$ cat src/rtl/bit_serial_alu_seq_if.sv
// Request/result bundle for the bit-serial ALU sequencer.
// master: the requester; slave: the sequencer.
interface bit_serial_alu_seq_if #(
  parameter int unsigned WIDTH = 8
);
  logic             start;
  logic [2:0]       opsel;
  logic [WIDTH-1:0] opa;
  logic [WIDTH-1:0] opb;
  logic             busy;
  logic             done;
  logic [WIDTH-1:0] res;
  logic             carry;
  logic             zero;
  logic             overflow;

  modport master (
    output start, opsel, opa, opb,
    input  busy, done, res, carry, zero, overflow
  );

  modport slave (
    input  start, opsel, opa, opb,
    output busy, done, res, carry, zero, overflow
  );
endinterface

$ cat src/rtl/bit_serial_alu_seq.sv
// Bit-serial ALU sequencer: feeds latched operands LSB-first through an external
// 1-bit ALU slice, one bit per clock, and assembles the result and ADD/SUB flags.
module bit_serial_alu_seq #(
  parameter int unsigned WIDTH = 8
) (
  input  logic                 clk,
  input  logic                 rst,
  bit_serial_alu_seq_if.slave  bus,
  output logic                 alu_a,
  output logic                 alu_b,
  output logic                 alu_ainvert,
  output logic                 alu_binvert,
  output logic                 alu_carryin,
  output logic [1:0]           alu_op,
  input  logic                 alu_result,
  input  logic                 alu_cout
);

  localparam int unsigned     IdxW    = (WIDTH > 1) ? $clog2(WIDTH) : 1;
  localparam logic [IdxW-1:0] LastIdx = IdxW'(WIDTH - 1);

  typedef enum logic [1:0] {StIdle, StRun, StDone} state_e;

  state_e           state_q, state_d;
  logic [WIDTH-1:0] a_q, b_q, res_q;
  logic [2:0]       op_q;
  logic [IdxW-1:0]  idx_q;
  logic             cy_q;     // running carry between slice steps
  logic             carry_q;
  logic             ovf_q;

  logic legal, accept, last, arith;

  assign legal  = (bus.opsel <= 3'b101);
  assign accept = (state_q == StIdle) && bus.start && legal;
  assign last   = (idx_q == LastIdx);
  assign arith  = (op_q == 3'b010) || (op_q == 3'b011);

  assign bus.busy     = (state_q != StIdle);
  assign bus.done     = (state_q == StDone);
  assign bus.res      = res_q;
  assign bus.carry    = carry_q;
  assign bus.overflow = ovf_q;
  assign bus.zero     = (res_q == '0);

  // State register.
  always_ff @(posedge clk or posedge rst) begin
    if (rst) begin
      state_q <= StIdle;
    end else begin
      state_q <= state_d;
    end
  end

  // Next-state: one pass of WIDTH steps, then a single DONE cycle.
  always_comb begin
    state_d = state_q;
    unique case (state_q)
      StIdle:  if (accept) state_d = StRun;
      StRun:   if (last) state_d = StDone;
      StDone:  state_d = StIdle;
      default: state_d = StIdle;
    endcase
  end

  // Slice drive: only active in RUN, quiet (all zero) otherwise.
  always_comb begin
    alu_a       = 1'b0;
    alu_b       = 1'b0;
    alu_ainvert = 1'b0;
    alu_binvert = 1'b0;
    alu_carryin = 1'b0;
    alu_op      = 2'b00;
    if (state_q == StRun) begin
      alu_a       = a_q[idx_q];
      alu_b       = b_q[idx_q];
      alu_carryin = arith & cy_q;
      case (op_q)
        3'b000: alu_op = 2'b00;
        3'b001: alu_op = 2'b01;
        3'b010: alu_op = 2'b10;
        3'b011: begin
          alu_binvert = 1'b1;
          alu_op      = 2'b10;
        end
        // NOR/NAND via De Morgan on inverted inputs.
        3'b100: begin
          alu_ainvert = 1'b1;
          alu_binvert = 1'b1;
          alu_op      = 2'b00;
        end
        3'b101: begin
          alu_ainvert = 1'b1;
          alu_binvert = 1'b1;
          alu_op      = 2'b01;
        end
        default: alu_op = 2'b00;
      endcase
    end
  end

  // Datapath: latch on accept, collect one result bit per RUN cycle, flags on last bit.
  always_ff @(posedge clk or posedge rst) begin
    if (rst) begin
      a_q     <= '0;
      b_q     <= '0;
      op_q    <= '0;
      idx_q   <= '0;
      cy_q    <= 1'b0;
      res_q   <= '0;
      carry_q <= 1'b0;
      ovf_q   <= 1'b0;
    end else if (accept) begin
      a_q     <= bus.opa;
      b_q     <= bus.opb;
      op_q    <= bus.opsel;
      idx_q   <= '0;
      cy_q    <= (bus.opsel == 3'b011);  // SUB is a + ~b + 1
      res_q   <= '0;
      carry_q <= 1'b0;
      ovf_q   <= 1'b0;
    end else if (state_q == StRun) begin
      res_q[idx_q] <= alu_result;
      idx_q        <= idx_q + IdxW'(1);
      if (arith) cy_q <= alu_cout;
      if (last) begin
        // cy_q still holds the carry into the MSB here.
        carry_q <= arith & alu_cout;
        ovf_q   <= arith & (alu_cout ^ cy_q);
      end
    end
  end

endmodule

$ cat src/flat_wrapper.sv
// flat-port wrapper written by rule: the top's interface ports become plain ports
module bit_serial_alu_seq_flat 
#(
  parameter int unsigned WIDTH = 8
)
  (clk, rst, alu_a, alu_b, alu_ainvert, alu_binvert, alu_carryin, alu_op, alu_result, alu_cout, bus_start, bus_opsel, bus_opa, bus_opb, bus_busy, bus_done, bus_res, bus_carry, bus_zero, bus_overflow);
  bit_serial_alu_seq_if #(.WIDTH(WIDTH)) bus_i ();
  input  logic clk;
  input  logic rst;
  output logic alu_a;
  output logic alu_b;
  output logic alu_ainvert;
  output logic alu_binvert;
  output logic alu_carryin;
  output logic [1:0] alu_op;
  input  logic alu_result;
  input  logic alu_cout;
  input wire logic [$bits(bus_i.start)-1:0] bus_start;
  input wire logic [$bits(bus_i.opsel)-1:0] bus_opsel;
  input wire logic [$bits(bus_i.opa)-1:0] bus_opa;
  input wire logic [$bits(bus_i.opb)-1:0] bus_opb;
  output wire logic [$bits(bus_i.busy)-1:0] bus_busy;
  output wire logic [$bits(bus_i.done)-1:0] bus_done;
  output wire logic [$bits(bus_i.res)-1:0] bus_res;
  output wire logic [$bits(bus_i.carry)-1:0] bus_carry;
  output wire logic [$bits(bus_i.zero)-1:0] bus_zero;
  output wire logic [$bits(bus_i.overflow)-1:0] bus_overflow;
  assign bus_i.start = bus_start;
  assign bus_i.opsel = bus_opsel;
  assign bus_i.opa = bus_opa;
  assign bus_i.opb = bus_opb;
  assign bus_busy = bus_i.busy;
  assign bus_done = bus_i.done;
  assign bus_res = bus_i.res;
  assign bus_carry = bus_i.carry;
  assign bus_zero = bus_i.zero;
  assign bus_overflow = bus_i.overflow;
  bit_serial_alu_seq #(.WIDTH(WIDTH)) u_core (.clk(clk), .rst(rst), .bus(bus_i), .alu_a(alu_a), .alu_b(alu_b), .alu_ainvert(alu_ainvert), .alu_binvert(alu_binvert), .alu_carryin(alu_carryin), .alu_op(alu_op), .alu_result(alu_result), .alu_cout(alu_cout));
endmodule
$ cat config.mk
export PLATFORM = sky130hd
export DESIGN_NAME = bit_serial_alu_seq_flat
export DESIGN_NICKNAME = d
export VERILOG_FILES = /design/src/rtl/bit_serial_alu_seq_if.sv /design/src/rtl/bit_serial_alu_seq.sv /design/src/flat_wrapper.sv
export SDC_FILE = /design/constraint.sdc
export NUM_CORES = 1
export LEC_CHECK = 0
export ABC_AREA = 1
export BUFFER_PORTS_ARGS = -buffer_cell sky130_fd_sc_hd__buf_2
export CAP_MARGIN = 40
export CORE_UTILIZATION = 47
export CTS_BUF_LIST = sky130_fd_sc_hd__clkbuf_16
export DETAILED_ROUTE_END_ITERATION = 8
export PLACE_DENSITY = 0.72
export SYNTH_ARGS = -nofsm -noshare
export SYNTH_HDL_FRONTEND = slang
export SYNTH_SLANG_ARGS = --single-unit
$ cat constraint.sdc
create_clock -name clk -period 1.15 [get_ports clk]
set_input_delay 0.0575 -clock clk [delete_from_list [all_inputs] [get_ports clk]]
set_output_delay 0.0575 -clock clk [all_outputs]
set_load 0.005 [all_outputs]
* Word-level counts from Yosys, hierarchy flattened *
Index checks and enable logic that the tools add are counted.
W data, S select, Z words.

cells by class
  add/subtract/negate cells = 1
  $lt $le $gt $ge = 3
  equal/unequal tests = 11
  multiplexer cells = 32
  bitwise operators = 4
  reduce and logical (&&, ||, !) cells = 17

operator list
  kind                   number
  $mux W1                19
  $mux W8                2
  $eq A3 B2 Y1 const B   3
  $eq A3 B3 Y1 const B   3
  $bwmux W8              1
  $logic_not A8 Y1       1
  $pmux W2 S2            2
  $reduce_bool A2 Y1     4
  $bmux W1 S3            2
  $mux W2                3
  $mux W3                2
  $reduce_and A2 Y1      3
  $reduce_or A2 Y1       3
  $lt A3 B4 Y1 const B   1
  $ne A2 B1 Y1 const B   2
  $add A3 B1 Y3 const B  1
  $and A1 B1 Y1          3
  $demux W1 S3           1
  $eq A3 B1 Y1 const B   1
  $ge A3 B1 Y1 const B   1
  $le A3 B3 Y1 const B   1
  $logic_and A1 B1 Y1    3
  $reduce_or A3 Y1       1
  $eq A2 B1 Y1 const B   1
  other kinds (4)        4

word-level totals
  bits in registers = 35
  output and inout bits = 20
  logic and storage cells = 77

* Longest topological paths before layout *
Gate-level depths: netlist (run 1).

  depth after elaboration = 7
  gate-level depth with buffers = 7
  mapped depth without buffers = 7

* Worst setup path after synthesis (run 1) *
OpenSTA, ideal clock, no wires.

  kind = register -> register
  start = register u_core.idx_q[0]
  end = register u_core.res_q[6], in the netlist u_core.bus.res[6]
  library setup time = 129 ps
  arrival time = 1034 ps
  required time = 1021 ps
  slack = -13 ps
  cell stages (with the launch flop) = 6
  path buffers = 1
  cells stage by stage = dfrtp_1 inv_1 buf_2 nand3_1 o211ai_1 o31ai_1

between the ends
  longest elaborated chain between the ends = 7
  elaborated cells on any way between the ends = 8

RTL lines
  item                                                                       RTL line                   source
  start, declared                                                            bit_serial_alu_seq.sv:27   logic [IdxW-1:0] idx_q;
  start signal, assigned                                                     bit_serial_alu_seq.sv:124  idx_q <= idx_q + IdxW'(1);
  $lt A3 B4 Y1 (not written as such) / $ge A3 B1 Y1 (equally long branches)  bit_serial_alu_seq.sv:123  res_q[idx_q] <= alu_result;
  $logic_and A1 B1 Y1 (not written as such)                                  bit_serial_alu_seq.sv:123
  $mux W1 (not written as such)                                              bit_serial_alu_seq.sv:123
  $demux W1 S3 *                                                             -
  $bwmux W8 *                                                                bit_serial_alu_seq.sv:123
  $mux W8 *                                                                  bit_serial_alu_seq.sv:122  end else if (state_q == StRun) begin
  $mux W8 *                                                                  bit_serial_alu_seq.sv:113  end else if (accept) begin
  end signal, assigned by index                                              bit_serial_alu_seq.sv:123
  end, declared                                                              bit_serial_alu_seq.sv:25   logic [WIDTH-1:0] a_q, b_q, res_q;

Every way passes the cells marked *; elsewhere a longest branch is shown, timed or not. The select of a mux whose other input is x is not followed.
A chain may end at the register's enable or synchronous reset.

* Worst setup path after layout (run 1) *
  start = register u_core.idx_q[0]
  end = output port alu_b

between the ends
  longest elaborated chain between the ends = 3

RTL lines
  item                           RTL line                  source
  $bmux W1 S3                    bit_serial_alu_seq.sv:76  alu_b = b_q[idx_q];
  $mux W1 (not written as such)  bit_serial_alu_seq.sv:76
  $mux W1                        bit_serial_alu_seq.sv:74  if (state_q == StRun) begin
  end, declared                  flat_wrapper.sv:11        output logic alu_b;

No other way between the ends. The select of a mux whose other input is x is not followed.

==> metrics.md, run 1 <==
| Metric | Value |
|---|---|
| Final layout net count | `357` |
| Max VDD drop | `roughly 2 mV` |
| Reg2reg start | `u_core.state_q[1]` |
| Initial antenna violation count | `0` |
| Comb power frac | `58.1%` |
| Root buffer cell | `clkbuf_16` |
| GR Overflow Total | `0` |
| Finished Cell Area | `3136 um^2` |
| FF-to-FF setup slack | `-0.38 ns` |
| Vias per cell | `5.693` |
| Fillers | `137` |
| Slew Limit Fails | `0` |
| Commonest non-fill, non-tap cell in the layout | `nand2_1` |
| Final ANT Viol Nets | `0` |
| Area post-placement | `2190 um^2` |
| RePlAce Congestion | `0.8367` |
| Total CTS buffers | `5` |
| WS Path Type | `reg2out` |
| First-pass GRT wire length | `9.142 mm` |
| CTS tree | `yes` |
| Post-Route WL | `~7.0 mm` |
| CP startpoint | `u_core.idx_q[0]` |
| Hold WC Path Type | `in2reg` |
| Port-buffer cells | `43` |
| Final Hold Violating Endpoints | `0` |
| Clock-pin slew on the worst setup and hold paths | `0.05 ns` |
| Yosys top cell area share | `49.89%` |
| Initial DRC Count | `about 220` |
| Vias in the first global route | `1995` |
| DRC errors left | `0` |
| Area leader, netlist | `dfrtp_1` |
| Leakage | `1.596 nW` |
| Critical R2R Capture | `u_core.idx_q[2]` |
| Std-Cell Rows | `21` |
| Switching Fraction | `43.13%` |
| Slew HR | `70.22%` |
| Drt pass-1 iters | `5` |
| Clock Tree Buf Depth | `2` |
| Seq pwr share | `27.0%` |
| # clock sinks | `35` |
| Worst slew pin tran | `0.4467 ns` |
| Post-Synthesis Cells | `224` |
| Overall die area | `about 4000 um^2` |
| Die H | `~63 um` |
| Die width | `63.12 um` |
| Syn avg cell area | `7.837 um^2` |
| Syn nets | `250` |
| RSZ-0062 raised after global routing | `yes` |
| Clock share of power | `14.9%` |
| Worst Path Required | `1.09 ns` |
| Pwr per Cell Area | `2777 nW/um^2` |
| Clock skew | `0.006077 ns` |
| Core Area | `about 3500 um^2` |
| FMAX | `585.0 MHz` |
| Antenna cells | `0` |
| Cell internal pwr | `0.004952 W` |
| CP startpoint kind | `flip-flop` |
| Wire per inst | `around 19 um` |
| Crit path capture | `alu_b` |
| Final HPWL DP | `2.826 mm` |
| Final setup viols | `43` |
| Status | `complete, but fails checks` |
| GRT Util Overall | `31.14%` |
| Final worst slack | `-0.5593 ns` |
| Area delta synth->final | `78.62%` |
| Synth warn | `0` |
| Sequential area share after synthesis | `49.89%` |
| Layout cells sized above 1 | `53.92%` |
| Setup TNS | `-8.228 ns` |
| Mapped Area | `roughly 1800 um^2` |
| Leading cell types in the layout, fill and taps excluded | `48 x nand2_1, 42 x buf_2, 32 x dfrtp_1, 23 x nand2_2, 23 x buf_4` |
| Initial core utilization | `50.61%` |
| Clock period minus worst slack | `1.709 ns` |
| Via Count | `between 2000 and 2500` |
| Yosys reg bits | `35` |
| Largest net degree at the start of global routing | `36` |
| Max-cap viol count | `0` |
| Critical-path maximum fanout | `4` |
| # H-tree levels | `2` |
| Psw | `around 0.0038 W` |
| Netlist cell types | `22` |
| Final Cycle Share | `148.6%` |
| Io pins | `44` |
| Later-pin clock latency in the skew report | `about 0.29 ns` |
| Crit end category | `output port` |
| Failing checks | `setup timing` |
| Largest cells by area after synthesis | `dfrtp_1 50%, nand2_1 17%, nand3_1 4.6%, inv_1 4.1%, nor2_1 3.6%` |
| Arr. time, crit path | `1.65 ns` |
| Worst Reg2Reg Path Length in Cells | `7` |
## cell type report
cell class                 count  area, um^2  share of cell area (%)
timing repair buffer         109       915.9                   29.21
inverter                      20       92.59                   2.953
sequential                    35       879.6                   28.05
clock buffer                   5       125.1                   3.990
tap                           46       57.56                   1.836
multi-input combinational    159        1041                   33.20
clock inverter                 3       15.01                  0.4789
timing repair inverter         1       8.758                  0.2793
## metal layers
metal / track usage, % / vias up / wire [um]
met2: 54.84 / 152 / 3631
met5: 0 / - / 0
li1: - / 949 / -
met3: 7.971 / 42 / 550
met4: 22.67 / 0 / 399
met1: 31.52 / 1009 / 2466
## timing repair
item                                   CTS  global route
buffers inserted                        16             8
resized for setup                       74            64
endpoints found under the hold margin   51             0
hold buffers                            17             0
pin swaps                               28            17
cloned                                   4             0
setup endpoints to repair               40            45
## how the worst min path moves through the flow
stage / from / end / slack (ns) / depth (start not counted)
2_1_floorplan: bus_opa[0] / u_core.a_q[0] / 0.17 / 2
3_3_place_gp: rst / u_core.op_q[0] / 0.17 / 3
3_5_place_dp: rst / u_core.b_q[4] / 0.17 / 3
4_1_cts: bus_opsel[1] / u_core.op_q[1] / 0.02 / 3
5_1_grt: bus_opsel[0] / u_core.op_q[0] / 0.04 / 3
6_report: bus_opsel[0] / u_core.op_q[0] / 0.03 / 3
## critical path, cell delays in order, from the launching register on
cell and delay [ns]:
dfrtp_2 0.44, inv_2 0.12, buf_6 0.12, nand4_1 0.15, nand2_1 0.13, nor2_1 0.08, a21oi_1 0.18, buf_2 0.15
## power groups by stage
stage | clock network [W] | registers [W] | logic, W
6_report | 0.00130 | 0.00235 | 0.00506
5_1_grt | 0.00137 | 0.00238 | 0.00536
4_1_cts | 0.00129 | 0.00220 | 0.00398
3_5_place_dp | 0 | 0.00210 | 0.00290
3_3_place_gp | 0 | 0.00209 | 0.00285
2_1_floorplan | 0 | 0.00205 | 0.00173
## cells by family after synthesis
logic type,after synthesis,synth area share (%)
buffers and inverters,30,7.768
XOR/XNOR,1,0.4990
flip-flops,35,49.89
AND/OR/NAND/NOR,129,31.36
AO/OA/AOI/OAI,27,9.052
adder cells (fa/ha/maj),2,1.425
## per-stage QoR
| step | power [W] | setup slack (ns) | utilization (%) | hold slack (ns) | instances |
|---|---|---|---|---|---|
| after floorplan | 0.003775 | 0.01343 | - | 0.1671 | 224 |
| after global placement | 0.004933 | -0.1129 | 63.13 | 0.1749 | 329 |
| after detailed placement | 0.005009 | -0.1540 | 63.13 | 0.1741 | 329 |
| after CTS | 0.007482 | -0.3075 | 83.41 | 0.02158 | 374 |
| after global routing | 0.009104 | -0.5970 | 90.40 | 0.03604 | 378 |
| final | 0.008708 | -0.5593 | 90.40 | 0.02714 | 378 |
## flip-flops by register name (all words and copies together), names as in the netlist
| register | flops |
|---|---|
| u_core.a_q | 8 |
| u_core.op_q | 3 |
| u_core.state_q | 2 |
| u_core.b_q | 8 |
| u_core.bus.carry | 1 |
| u_core.bus.res | 8 |
| u_core.cy_q | 1 |
| u_core.bus.overflow | 1 |
| u_core.idx_q | 3 |
## cell usage after synthesis (all sizes together)
master and n:
nand2 83, o31ai 3, nor4 1, a21oi 7
o22ai 1, xnor2 1, nor2 18, dfrtp 35
buf 10, o21ai 10, ha 2, nand3 17
nand4 10, inv 20, o211ai 4, o21a 2
(Power assumes the default switching activity.)
==> run 2: changes to the inputs <==
--- a/config.mk
+++ b/config.mk
@@ -6,12 +6,12 @@
 export NUM_CORES = 1
 export LEC_CHECK = 0
 export ABC_AREA = 1
-export BUFFER_PORTS_ARGS = -buffer_cell sky130_fd_sc_hd__buf_2
 export CAP_MARGIN = 40
-export CORE_UTILIZATION = 47
+export CORE_UTILIZATION = 55
 export CTS_BUF_LIST = sky130_fd_sc_hd__clkbuf_16
 export DETAILED_ROUTE_END_ITERATION = 8
-export PLACE_DENSITY = 0.72
+export DONT_BUFFER_PORTS = 1
+export PLACE_DENSITY = 0.7
 export SYNTH_ARGS = -nofsm -noshare
 export SYNTH_HDL_FRONTEND = slang
 export SYNTH_SLANG_ARGS = --single-unit
==> run 2 against run 1 <==
Effect of this change: the run still ends with setup timing left; register-to-register slack got worse by 0.03 ns; sequential power decreased by 3%; setup slack improved by 0.14 ns; non-clock buffer count decreased by 45; worst hold slack improved by 0.034 ns; critical path type unchanged; largest power group unchanged; highest routed layer unchanged.
==> metrics.md, run 2 (synthesis results as in run 1) <==
| Metric | Value |
|---|---|
| Status | `complete, but fails checks` |
| Failing checks | `setup timing` |
| Leading cell types in the layout, fill and taps excluded | `45 x nand2_1, 33 x dfrtp_1, 27 x nand2_2, 22 x dlygate4sd3_1, 22 x buf_4` |
| Vias per cell | `6.364 (+12%)` |
| Clock period minus worst slack | `1.565 ns (-0.1447 ns)` |
| Leakage | `1.415 nW (-11%)` |
| # H-tree levels | `2 (unchanged)` |
| Final setup viols | `44 (+2.3%)` |
| RSZ-0062 raised after global routing | `yes` |
| Later-pin clock latency in the skew report | `0.28 ns (about the same)` |
| Via Count | `2100 (-2.4%)` |
| Final ANT Viol Nets | `0 (unchanged)` |
| Worst Path Required | `1.09 ns (about the same)` |
| Layout cells sized above 1 | `43.71% (-10 points)` |
| CP startpoint | `u_core.idx_q[2]` |
| CP top delay family | `flip-flops` |
| Arr. time, crit path | `1.51 ns (-0.14 ns)` |
| Max VDD drop | `1.621 mV (-20%)` |
| Crit path largest cell delay | `0.47 ns (+0.03 ns)` |
| Max-cap viol count | `0 (unchanged)` |
| Commonest non-fill, non-tap cell in the layout | `nand2_1` |
| Antenna cells | `0 (unchanged)` |
| GR Overflow Total | `0 (unchanged)` |
| WS Path Type | `reg2out` |
| Final HPWL DP | `2.738 mm (-3.1%)` |
| RePlAce Congestion | `0.8609 (+2.9%)` |
| CTS tree | `yes` |
| Io pins | `44 (unchanged)` |
| Vias in the first global route | `1899 (-4.8%)` |
| Slew HR | `69.94% (-0.28 points)` |
| Critical-path maximum fanout | `5 (+1)` |
| Initial DRC Count | `278 (+27%)` |
| Worst path bufs/invs | `1 (-2)` |
| Post-Route WL | `7.359 mm (+4.4%)` |
| Pwr per Cell Area | `2878 nW/um^2 (+3.6%)` |
| Initial core utilization | `57.98% (+7.4 points)` |
| CP startpoint kind | `flip-flop` |
| Largest net degree at the start of global routing | `36 (unchanged)` |
| Port-buffer cells | `0 (-100%)` |
| DRC errors left | `0 (unchanged)` |
| Core Area | `3028 um^2 (-13%)` |
| Clock-pin slew on the worst setup and hold paths | `0.05 ns (about the same)` |
| Clock Tree Buf Depth | `2 (unchanged)` |
| Area delta synth->final | `64.86%` |
| Slew Limit Fails | `0 (unchanged)` |
| FMAX | `639.1 MHz (+9.3%)` |
| CP cell instances | `nor2_4 > buf_6 > nand3_2 > nand2_1 > nor2_2 > a21oi_2` |
| # clock sinks | `35 (unchanged)` |
| Overall die area | `3422 um^2 (-14%)` |
| Total CTS buffers | `5 (unchanged)` |
| First-pass GRT wire length | `8.569 mm (-6.3%)` |
| Reg2reg start | `u_core.state_q[1]` |
| Clock skew | `0.005980 ns (-0.00009604 ns)` |
| Drt pass-1 iters | `5 (unchanged)` |
| Max stage delay cell, worst path | `dfrtp_2` |
| Std-Cell Rows | `20 (-4.8%)` |
| Final layout net count | `311 (-13%)` |
| Post-Route Utilization | `95.58% (+5.2 points)` |
| Die width | `58.50 um (-7.3%)` |
| Final Cycle Share | `136.1% (-13 points)` |
| Initial antenna violation count | `0 (unchanged)` |
| GRT Util Overall | `34.23% (+3.1 points)` |
| Hold WC Path Type | `in2reg` |
| HP Start | `bus_start` |
| Setup TNS | `-11.06 ns (-2.837 ns)` |
| Die H | `58.50 um (-7.3%)` |
| Crit end category | `output port` |
| Final Hold Violating Endpoints | `0 (unchanged)` |
| Root buffer cell | `clkbuf_16` |
| Wire per inst | `22.30 um (+20%)` |
| Hold slack final | `0.06163 ns (+0.03449 ns)` |
| Worst slew pin tran | `0.4509 ns (+0.004216 ns)` |
| Final worst slack | `-0.4146 ns (+0.1447 ns)` |
==> run 2: stage by stage <==
stage	setup WS (ns)	cell area (um^2)	power, W	std cells
after floorplan	0.01343	1760	0.003775	224
after global placement	-0.04321	1967	0.004624	285
after detailed placement	-0.09926	1967	0.004756	285
after CTS	-0.2241	2694	0.007081	328
after global routing	-0.4509	2894	0.008649	330
final	-0.4146	2894	0.008329	330
==> run 2: routing by layer <==
metal  up-vias  GRT usage (%)  routed length, um
li1        854              -                  -
met1      1037          38.16               2482
met2       154          58.46               3781
met3        55          9.670                602
met4         0          20.07                493
met5         -              0                  0
==> run 2: worst paths after layout <==
| path | cells past startpoint | slack, ns | to |
|---|---|---|---|
| max | 6 | -0.41 | alu_b |
| min | 2 | 0.06 | u_core.state_q[0] |
| max reg2reg | 8 | -0.41 | u_core.a_q[1] |
| min reg2reg | 2 | 0.51 | u_core.a_q[7] |
| max in group asynchronous | 3 | 0.48 | u_core.idx_q[2] |
| min in group asynchronous | 3 | 0.33 | u_core.b_q[6] |
==> run 2: layout make-up <==
type / instances / area (um^2)
Clock inverter: 3 / 11.26
Clock buffer: 5 / 125.1
Inverter: 20 / 87.58
Sequential cell: 35 / 878.3
Multi-Input combinational cell: 159 / 1060
Tap cell: 44 / 55.05
Timing Repair Buffer: 64 / 676.9
Fill cell: 77 / 133.9
==> run 2: repair_timing <==
item | CTS | global route
hold buffers | 22 | 0
setup buffers | 10 | 4
pin swaps | 13 | 17
cloned | 3 | 0
gates resized for setup | 68 | 59
endpoints found under the hold margin | 61 | 0
endpoints found under the setup margin | 41 | 44
==> run 2: power by group <==
part           total, W  internal, W  leakage [nW]  switching (W)
Combinational   0.00477      0.00206         0.905        0.00271
Sequential      0.00229      0.00177         0.440       0.000516
Clock           0.00127     0.000779        0.0701       0.000492
Total           0.00833      0.00461          1.41        0.00372
==> run 2: worst reg2reg max path: cells and delay by family (launching register included) <==
kind                   cells  cell delay (ns)
buffers and inverters      4             0.55
and+or+nand+nor            4             0.49
DFF                        1             0.43
==> run 3: changes to the inputs <==
--- a/config.mk
+++ b/config.mk
@@ -7,7 +7,9 @@
 export LEC_CHECK = 0
 export ABC_AREA = 1
 export CAP_MARGIN = 40
-export CORE_UTILIZATION = 55
+export CELL_PAD_IN_SITES_DETAIL_PLACEMENT = 1
+export CELL_PAD_IN_SITES_GLOBAL_PLACEMENT = 1
+export CORE_UTILIZATION = 40
 export CTS_BUF_LIST = sky130_fd_sc_hd__clkbuf_16
 export DETAILED_ROUTE_END_ITERATION = 8
 export DONT_BUFFER_PORTS = 1
@@ -15,3 +17,4 @@
 export SYNTH_ARGS = -nofsm -noshare
 export SYNTH_HDL_FRONTEND = slang
 export SYNTH_SLANG_ARGS = --single-unit
+export TNS_END_PERCENT = 5
==> run 3 against run 2 <==
Effect of this change: the flow still finishes with violations (setup timing); power fell by 17%; final cell count shrank 0.91%; clock skew down 0.0017 ns; worst hold slack got worse by 0.043 ns; via count shrank 17%; sequential cell count unchanged; critical path type unchanged; largest power group unchanged.
==> metrics.md, run 3 (synthesis results as in run 1) <==
| Metric | Value |
|---|---|
| Later-pin clock latency in the skew report | `0.28 ns (about the same)` |
| RePlAce Congestion | `0.8074 (-6.2%)` |
| Clock period minus worst slack | `1.449 ns (-0.1154 ns)` |
| Clock skew | `0.004304 ns (-0.001677 ns)` |
| Critical-path maximum fanout | `5 (unchanged)` |
| Initial antenna violation count | `0 (unchanged)` |
| Commonest non-fill, non-tap cell in the layout | `nand2_1` |
| Crit end category | `output port` |
| CP cell instances | `buf_6 > nand4_1 > nand2_2 > nor2_2 > a21oi_2` |
| Final worst slack | `-0.2992 ns (+0.1154 ns)` |
| Largest net degree at the start of global routing | `36 (unchanged)` |
| Core Area | `4115 um^2 (+36%)` |
| Worst Path Required | `1.09 ns (about the same)` |
| Final HPWL DP | `3.712 mm (+36%)` |
| FF-to-FF setup slack | `-0.23 ns (+0.18 ns)` |
| Post-Route WL | `5.809 mm (-21%)` |
| Finished Cell Area | `2500 um^2 (-14%)` |
| Drt pass-1 iters | `4 (-1)` |
| Clock-pin slew on the worst setup and hold paths | `0.05 ns (about the same)` |
| Worst slew pin tran | `0.4546 ns (+0.003643 ns)` |
| FMAX | `690.0 MHz (+8.0%)` |
| Antenna cells | `0 (unchanged)` |
| Area post-placement | `1967 um^2 (unchanged)` |
| Clock Tree Buf Depth | `2 (unchanged)` |
| Io pins | `44 (unchanged)` |
| Slew Limit Fails | `0 (unchanged)` |
| Overall die area | `4657 um^2 (+36%)` |
| Total CTS buffers | `5 (unchanged)` |
| Std-Cell Rows | `23 (+15%)` |
| Final layout net count | `302 (-2.9%)` |
| Initial core utilization | `42.66% (-15 points)` |
| DRC errors left | `0 (unchanged)` |
| Max stage delay cell, worst path | `dfrtp_2` |
| Hold Path Depth | `2 (unchanged)` |
| Die H | `68.25 um (+17%)` |
| Max-cap viol count | `0 (unchanged)` |
| Max VDD drop | `1.154 mV (-29%)` |
| Worst Reg2Reg Path Length in Cells | `7 (-1)` |
| Hold slack final | `0.01849 ns (-0.04314 ns)` |
| Final Cycle Share | `126.0% (-10 points)` |
| GRT Util Overall | `26.61% (-7.6 points)` |
| Via Count | `1745 (-17%)` |
| # H-tree levels | `2 (unchanged)` |
| Vias in the first global route | `1921 (+1.2%)` |
| Slew HR | `69.70% (-0.24 points)` |
| Reg2reg start | `u_core.idx_q[0]` |
| Failing checks | `setup timing` |
| Hold WC Path Type | `in2reg` |
| RSZ-0062 raised after global routing | `yes` |
| Arr. time, crit path | `1.39 ns (-0.12 ns)` |
| Initial DRC Count | `86 (-69%)` |
| Crit path largest cell delay | `0.46 ns (about the same)` |
| WS Path Type | `reg2out` |
| Leading cell types in the layout, fill and taps excluded | `74 x nand2_1, 33 x dfrtp_1, 27 x buf_4, 22 x dlygate4sd3_1, 17 x inv_1` |
| CTS tree | `yes` |
| Final Hold Violating Endpoints | `0 (unchanged)` |
| # clock sinks | `35 (unchanged)` |
| Pwr per Cell Area | `2773 nW/um^2 (-3.7%)` |
| Area delta synth->final | `42.41%` |
| Wire per inst | `17.76 um (-20%)` |
| Final setup viols | `33 (-25%)` |
| CP startpoint kind | `flip-flop` |
| Root buffer cell | `clkbuf_16` |
| Layout cells sized above 1 | `27.08% (-17 points)` |
| Die width | `68.25 um (+17%)` |
| Status | `complete, but fails checks` |
| Port-buffer cells | `0 (unchanged)` |
| Leakage | `1.244 nW (-12%)` |
| Vias per cell | `5.336 (-16%)` |
| HP Start | `alu_result` |
| CP startpoint | `u_core.idx_q[1]` |
| First-pass GRT wire length | `8.880 mm (+3.6%)` |
| GR Overflow Total | `0 (unchanged)` |
| Final ANT Viol Nets | `0 (unchanged)` |
run 3: cell count changes in the layout (fill, tap and decap cells not counted), moves of 4 or more:
cell | before | now
nand2_1 | 45 | 74
nand2_4 | 11 | 0
o21ai_1 | 7 | 3
nand2_2 | 27 | 9
buf_6 | 15 | 5
inv_1 | 13 | 17
buf_4 | 22 | 27
o21ai_0 | 0 | 7
run 3: where the power goes:
group | switching (W) | internal, W
Clock | 0.000496 | 0.000779
Sequential | 0.000445 | 0.00177
Combinational | 0.00198 | 0.00146
run 3: stage by stage:
step | std cells | util [%] | worst slack, ns | setup TNS [ns] | power, W
2_1_floorplan | 224 | - | -0.01216 | -0.1138 | 0.003763
3_3_place_gp | 292 | 47.80 | -0.05594 | -0.4889 | 0.004642
3_5_place_dp | 292 | 47.80 | -0.1200 | -2.616 | 0.004870
4_1_cts | 324 | 58.53 | -0.2790 | -3.005 | 0.006530
5_1_grt | 327 | 60.75 | -0.3614 | -6.523 | 0.007390
6_report | 327 | 60.75 | -0.2992 | -3.552 | 0.006931
run 3: layout make-up:
cell class / count / area [um^2]
clock inverters: 3 / 11.26
multi-input cells: 159 / 848.3
clock buffers: 5 / 125.1
fillers: 493 / 1615
repair buffers: 55 / 494.2
flip-flops and latches: 35 / 878.3
well taps: 50 / 62.56
inverters: 20 / 80.08
run 3: path summary, 6_finish.rpt:
check | endpoint
worst max-delay path | alu_b
worst min-delay path | u_core.bus.res[7]
worst max register to register | u_core.bus.carry
worst min register to register | u_core.b_q[6]
max in group asynchronous | u_core.idx_q[1]
min in group asynchronous | u_core.op_q[2]
run 3: worst max-delay path, delay by kind of cell (launching register included):
kind            cells  cell delay [ns]
buf+inv             1             0.15
simple gates        3             0.36
flops               1             0.46
compound gates      1             0.14
run 3: timing repair:
| action | 4_1_cts | 5_1_grt |
|---|---|---|
| hold buffers | 22 | 0 |
| hold endpoints to repair | 59 | 0 |
| pin swaps | 8 | 5 |
| endpoints found under the setup margin | 42 | 42 |
| buffers inserted | 2 | 3 |
| gates resized for setup | 24 | 22 |
run 3: routing by layer:
| metal | share of wire [%] | wire length, um | vias up | global-route usage, % |
|---|---|---|---|---|
| li1 | - | - | 835 | - |
| met1 | 39 | 2273 | 856 | 29.22 |
| met2 | 56 | 3242 | 43 | 47.79 |
| met3 | 3.6 | 207 | 11 | 6.167 |
| met4 | 1.5 | 86 | 0 | 12.50 |
| met5 | 0 | 0 | - | 0 |
